### src/rtl/banked_memory_ctrl.sv
// Parametrised single-port synchronous RAM with per-byte write enables,
// registered reads, optional write-readback and an automatic zero-clear after reset.
module banked_memory_ctrl #(
  parameter int DATA_WIDTH     = 16,
  parameter int ADDR_WIDTH     = 8,
  parameter int WRITE_READBACK = 0
) (
  input  logic                      clock,
  input  logic                      reset,
  input  logic                      enable,
  input  logic                      writeEnable,
  input  logic [DATA_WIDTH/8-1:0]   byteEnable,
  input  logic [ADDR_WIDTH-1:0]     address,
  input  logic [DATA_WIDTH-1:0]     writeData,
  output logic [DATA_WIDTH-1:0]     readData,
  output logic                      readValid,
  output logic                      ready
);

  localparam int BYTES = DATA_WIDTH / 8;
  localparam int DEPTH = 2 ** ADDR_WIDTH;

  typedef enum logic {S_CLEAR, S_RUN} state_t;

  state_t                  r_state;
  logic [ADDR_WIDTH-1:0]   r_clearAddr;
  logic [DATA_WIDTH-1:0]   r_readData;
  logic                    r_readValid;
  logic                    r_ready;
  logic [DATA_WIDTH-1:0]   r_mem [DEPTH];

  logic                    w_accept;
  logic [DATA_WIDTH-1:0]   w_old;
  logic [DATA_WIDTH-1:0]   w_merged;

  assign w_accept = enable && r_ready;
  assign w_old    = r_mem[address];

  // Masked lanes take the new byte, the rest keep the stored byte.
  always_comb begin
    w_merged = w_old;
    for (int i = 0; i < BYTES; i++) begin
      if (byteEnable[i]) w_merged[8*i +: 8] = writeData[8*i +: 8];
    end
  end

  // Storage has no reset: the reset edge itself leaves contents untouched.
  always_ff @(posedge clock) begin
    if (!reset) begin
      if (r_state == S_CLEAR) begin
        r_mem[r_clearAddr] <= '0;
      end else if (w_accept && writeEnable) begin
        r_mem[address] <= w_merged;
      end
    end
  end

  always_ff @(posedge clock) begin
    if (reset) begin
      r_state     <= S_CLEAR;
      r_clearAddr <= '0;
      r_readData  <= '0;
      r_readValid <= 1'b0;
      r_ready     <= 1'b0;
    end else begin
      case (r_state)
        S_CLEAR: begin
          r_readValid <= 1'b0;
          r_clearAddr <= r_clearAddr + 1'b1;
          if (r_clearAddr == '1) begin
            r_ready <= 1'b1;
            r_state <= S_RUN;
          end
        end
        S_RUN: begin
          r_readValid <= 1'b0;
          if (w_accept) begin
            if (!writeEnable) begin
              r_readData  <= w_old;
              r_readValid <= 1'b1;
            end else if (WRITE_READBACK != 0) begin
              r_readData  <= w_merged;
              r_readValid <= 1'b1;
            end
          end
        end
        default: begin
          r_state <= S_CLEAR;
          r_ready <= 1'b0;
        end
      endcase
    end
  end

  assign readData  = r_readData;
  assign readValid = r_readValid;
  assign ready     = r_ready;

endmodule

### config.mk
export PLATFORM = sky130hd
export DESIGN_NAME = banked_memory_ctrl
export DESIGN_NICKNAME = d
export VERILOG_FILES = /design/src/rtl/banked_memory_ctrl.sv
export SDC_FILE = /design/constraint.sdc
export NUM_CORES = 2
export LEC_CHECK = 0
export BUFFER_PORTS_ARGS = -buffer_cell sky130_fd_sc_hd__buf_2
export CAP_MARGIN = 40
export CORE_UTILIZATION = 45
export CTS_CLUSTER_SIZE = 28
export DETAILED_ROUTE_END_ITERATION = 8
export PLACE_DENSITY = 0.58
export SLEW_MARGIN = 20
export SYNTH_ARGS = -nofsm -noshare
export SYNTH_HDL_FRONTEND = slang
export SYNTH_SLANG_ARGS = --single-unit
### constraint.sdc
create_clock -name clock -period 28.7 [get_ports clock]
set_input_delay 0 -clock clock [delete_from_list [all_inputs] [get_ports clock]]
set_output_delay 0 -clock clock [all_outputs]
set_load 0.03 [all_outputs]
# Word level (Yosys, flattened, before mapping)
# Memories as Yosys holds them, arrays and structs flattened.
# Index checks and enable logic that the tools add are counted.
# totals
ff_bits,27
latch_bits,0
ram_bits,4096
mem_bits_ro,0
inputBits,30
out_inout_bits,18
wordCells,32
memories,1
# op_classes
n_addsub,1
mul,0
n_div,0
magnitude_cmp,0
n_eq_ne,1
shifts,0
n_mux,17
bitwise_logic,2
n_reduce_logical,5
# mem_list
memory,words,word_bits,read_ports,rd_clocked_by_memory_dff,wr,line,source
r_mem,256,16,1,0,1,30,logic [DATA_WIDTH-1:0] r_mem [DEPTH];
# ops
cell,n
$mux 8,3
$mux 16,1
$reduce_or 16->1,1
$mux 1,12
$add 8x1->8 const B,1
$eq 8x8->1 const B,1
$reduce_and 3->1,1
$logic_and 1x1->1,2
$not 1->1,2
$pmux 1 s2,1
$reduce_and 2->1,1

# Logic depth before layout (Yosys ltp)
# logic_depth
depth_word,8
depth_mapped,13

# Worst setup path after synthesis
# OpenSTA, ideal clock, no wires.
# synth_path
path_type,reg-to-reg
from,reg r_ready (netlist: ready)
to,mem r_mem[0][15] (data pin)
setup_ns,2.234
arrival_ns,12.205
t_required_ns,26.466
path_slack_ns,14.260
stages_incl_launch_ff,7
n_path_buf,2
cell_sequence,dfxtp_1 > nand3_1 > nor3b_1 > buf_2 > buf_2 > nand2b_1 > o31ai_1
# synth_between
elab_chain_cells,8
# synth_rtl
item,line,source
"start, declared",29,logic r_ready;
"start signal, assigned",64,r_ready <= 1'b0;
"start signal, assigned",71,r_ready <= 1'b1;
"start signal, assigned",89,r_ready <= 1'b0;
$logic_and 1x1->1,36,assign w_accept = enable && r_ready;
$logic_and 1x1->1,52,end else if (w_accept && writeEnable) begin
$mux 1,52,
$mux 1,50,if (r_state == S_CLEAR) begin
$mux 1,49,if (!reset) begin
$mux 1 (not written as such),53,r_mem[address] <= w_merged;
$reduce_or 16->1 (no line),-,
$mux 16 (no line),-,
"end, declared",30,
# No other way between the ends.

# Worst setup path in the final report
# layout_path
from,in address[0]
to,mem r_mem[242][4] (data pin)
# layout_between
elab_chain_cells,3
# layout_rtl
item,line,source
"start, declared",13,"input logic [ADDR_WIDTH-1:0] address,"
$mem_v2 256x16,-,
$mux 8,43,if (byteEnable[i]) w_merged[8*i +: 8] = writeData[8*i +: 8];
$mux 16 (no line),-,
# No other way between the ends.

==> impl_metrics.csv <==
group,metric,value,unit
run_status,status,"completed",
clock_tree,cts_resized,0,
global_route,grt_overall_usage,25.5,%
setup_path,r2r_slack,23.65,ns
floorplanning,floorplan.die_area,354000,um^2
sta,post_route_clock_period_utilization,23.4,%
clock_tree,cts_root_buffer,"sky130_fd_sc_hd__clkbuf_16",
floorplanning,start_util,45.3,%
clock_tree,postCtsSetupBuffers,0,
logic_synthesis,postSynth.topFlopCell,"sky130_fd_sc_hd__edfxtp_1",
placed_design,placedCellCount,11900,
power_and_ir_drop,powerDensity,68.1,nW/um^2
logic_synthesis,postSynth.asyncResetShare,0,%
sta,timing.final.crit_period,6.72,ns
logic_synthesis,yosys-top-cells-area,"sky130_fd_sc_hd__edfxtp_1, sky130_fd_sc_hd__mux4_2, sky130_fd_sc_hd__mux2i_1",
clock_tree,cts_htree_levels,5,
global_route,largest_net_degree_at_the_start_of_global_routing,257,
route,vias_after_detailed_routing,80200,
floorplanning,fp-row-count,217,
clock_tree,tritoncts,"yes",
power_and_ir_drop,post-layout-total-power,12.3,mW
setup_path,critPathMaxStageDelay,0.68,ns
logic_synthesis,post_synth_edffs,4096,
clock_tree,clock_insertion_delay_worst_skew,0.98,ns
power_and_ir_drop,vdd_ir_drop_max,62.4,uV
sta,slew_viol_final,0,
placed_design,port_buffer_cells,47,
sta,worst_slew_margin_rel,30.3,%
layout,finish.net_count,7826,
logic_synthesis,yosys-top-cells-count,"sky130_fd_sc_hd__edfxtp_1, sky130_fd_sc_hd__mux4_2, sky130_fd_sc_hd__nor2_1",
floorplanning,core-area,350000,um^2
setup_path,timing.setup.critical_path_class,"in2reg",
logic_synthesis,ys_types,72,
route,detail_route.wl_per_cell,35.8,um
logic_synthesis,syn-num-nets,7263,
sta,timing.setup.tns,0,ns
sta,timing.final.hold_violations,0,
power_and_ir_drop,total_switching_power,2.55,mW
floorplanning,num_io_pins,48,
min_path,hold_start,"writeData[7]",
setup_path,r2r-end,"r_mem[118][5]",
logic_synthesis,synth_top_area_share,77.7,%
power_and_ir_drop,p_sw_share,20.7,%
logic_synthesis,synth_top_cell_by_area,"sky130_fd_sc_hd__edfxtp_1",
route,drt_iter0_drc,10700,
power_and_ir_drop,pwr-share-comb,3.1,%
setup_path,buffers_inverters_on_critical_path,9,
setup_path,arrival,7.20,ns
logic_synthesis,synthMostInstantiatedCell,"sky130_fd_sc_hd__edfxtp_1",
clock_tree,cts_buffers,415,
sta,grt_setup_unrepaired,"false",
global_route,number_of_antenna_violations_at_the_first_check_in_global_routing,19,
min_path,hold_end,"r_mem[60][7]",
sta,max_freq,149,MHz
power_and_ir_drop,cell_internal_pwr,9.78,mW
layout,finalCoreUtilization,51.8,%
clock_tree,clk_pin_slew,0.07,ns
logic_synthesis,synth_seq_cells,4123,
logic_synthesis,synth-seq-area-share,78.1,%
setup_path,startpoint_type_of_the_worst_setup_path,"primary input",
setup_path,reg2reg_from,"r_mem[5][5]",
route,vias_per_cell,6.29,
placed_design,gp_routability_congestion,0.865,
clock_tree,clock-sinks,4123,
logic_synthesis,mapped_cells,7232,
setup_path,crit_chain,"buf_12 > buf_4 > buf_4 > buf_12 > buf_12 > buf_4 > buf_4 > mux4_2 > a22oi_1 > a21oi_1 > o41ai_4 > o211ai_1 > nand3_1 > nand2_4 > buf_12 > buf_16",
floorplanning,die_width,595,um
floorplanning,fp.dieH,595,um
global_route,global_route.overflow_total,0,
logic_synthesis,netlist_area_pre_place,158000,um^2
sta,timing.final.setup_violations,0,
clock_tree,max-clock-path-buffers,4,
clock_tree,cts_hold_buf,14,
setup_path,worst-path-max-fanout,120,
setup_path,timing.reg2reg.worst_path_depth,10,
sta,timing_worst_slew_pin_value,1.04,ns
layout,share_of_cells_above_drive_strength_1,27.9,%
power_and_ir_drop,share_clk_of_total_power,44.0,%
layout,area_delta_synth_final,14.4,%
route,final_antenna_net_count,0,
power_and_ir_drop,leakage,62.5,nW
global_route,grt_pass1_vias,79400,
global_route,grt_first_pass_wirelength,633000,um
min_path,worstHoldPathType,"in2reg",
sta,fin_skew,0.0638,ns
setup_path,crit_family,"buffers and inverters",
min_path,worst_hold_path.num_cells,3,
logic_synthesis,postSynthAreaPerCell,21.9,um^2
setup_path,critical-path-slowest-cell,"sky130_fd_sc_hd__o41ai_4",
route,drc_errors,0,
route,drt-pass1-iter-count,6,
power_and_ir_drop,seqPwrFrac,52.9,%
placed_design,detailedPlacementHpwl,270000,um
setup_path,critPathRequiredTime,29.17,ns
setup_path,crit_start,"address[0]",
layout,instances_no_fill,12700,
route,postRouteWirelength,456000,um
logic_synthesis,synth_warnings,0,
setup_path,worst_setup_path_end_kind,"register",
flow_run,timing.max_cap.violations,0,
-- worst min-delay path, cell delays in order --
cell and delay (ns):
sky130_fd_sc_hd__buf_2 0.10, sky130_fd_sc_hd__nand3_1 0.33, sky130_fd_sc_hd__nand2_4 0.31
-- power by group through the flow --
stage               Sequential, mW  Combinational (mW)  Clock, mW
floorplan                     6.65               0.228          0
global placement              6.65               0.377          0
detailed placement            6.65               0.382          0
CTS                           6.52               0.384       5.50
global route                  6.52               0.397       5.71
finish                        6.52               0.387       5.43
-- cells by family (layout without fill, tap and decap cells) --
family | after synthesis | count (layout) | synth area share, %
AND/OR/NAND/NOR | 724 | 724 | 2.03
XOR/XNOR | 7 | 7 | 0.0387
AO/OA/AOI/OAI | 737 | 737 | 3.34
buffers and inverters | 438 | 1337 | 1.57
other | 0 | 8 | 0
multiplexers | 1202 | 1202 | 14.9
adder cells (fa/ha/maj) | 1 | 1 | 0.00791
flip-flops | 4123 | 4123 | 78.1
-- cell type report --
| class | count | area [um^2] |
|---|---|---|
| Clock inverter | 253 | 2600 |
| Fill cell | 27200 | 169000 |
| Multi-Input combinational cell | 2671 | 32900 |
| Clock buffer | 500 | 10900 |
| Sequential cell | 4123 | 124000 |
| Inverter | 8 | 35.0 |
| Tap cell | 4599 | 5750 |
| Timing Repair Buffer | 576 | 5250 |
| Antenna cell | 8 | 20.0 |
-- how the worst max path moves through the flow --
stage | endpoint | slack (ns) | cells past startpoint
2_1_floorplan | r_mem[0][15] | 14.26 | 6
5_1_grt | r_mem[162][10] | 21.60 | 18
3_3_place_gp | r_mem[170][10] | 20.33 | 15
4_1_cts | r_mem[162][10] | 21.86 | 17
3_5_place_dp | r_mem[168][10] | 20.85 | 17
6_report | r_mem[242][4] | 21.98 | 16
-- metal layers --
metal | routed length [um] | up-vias | GRT usage [%]
li1 | - | 31800 | -
met1 | 180000 | 43500 | 35.4
met2 | 217000 | 3967 | 40.5
met3 | 37200 | 841 | 4.02
met4 | 22200 | 18 | 10.6
met5 | 105 | - | 0
-- flip-flops by register name, summed over array words and instances, names as in the netlist --
register,cells
readValid,1
r_clearAddr,8
r_mem,4096
readData,16
ready,1
r_state,1
-- stage by stage --
stage / cell area, um^2 / setup slack [ns] / hold slack, ns
after global routing: 181000 / 21.60 / 0.0339
after global placement: 166000 / 20.33 / 0.353
final: 181000 / 21.98 / 0.0623
after floorplan: 158000 / 14.26 / 0.373
after detailed placement: 167000 / 20.85 / 0.365
after CTS: 181000 / 21.86 / 0.00446
-- cell usage in the layout (no fill, tap or decap), types with 92 or more instances in the layout --
master,instances
sky130_fd_sc_hd__nor2_1,265
sky130_fd_sc_hd__mux2i_1,253
sky130_fd_sc_hd__buf_4,429
sky130_fd_sc_hd__edfxtp_1,4096
sky130_fd_sc_hd__nand2_1,153
sky130_fd_sc_hd__mux4_2,926
sky130_fd_sc_hd__clkbuf_16,422
sky130_fd_sc_hd__clkinv_1,92
sky130_fd_sc_hd__a22oi_1,199
sky130_fd_sc_hd__a21oi_1,104
No activity file was read; power rests on OpenSTA's default activity.
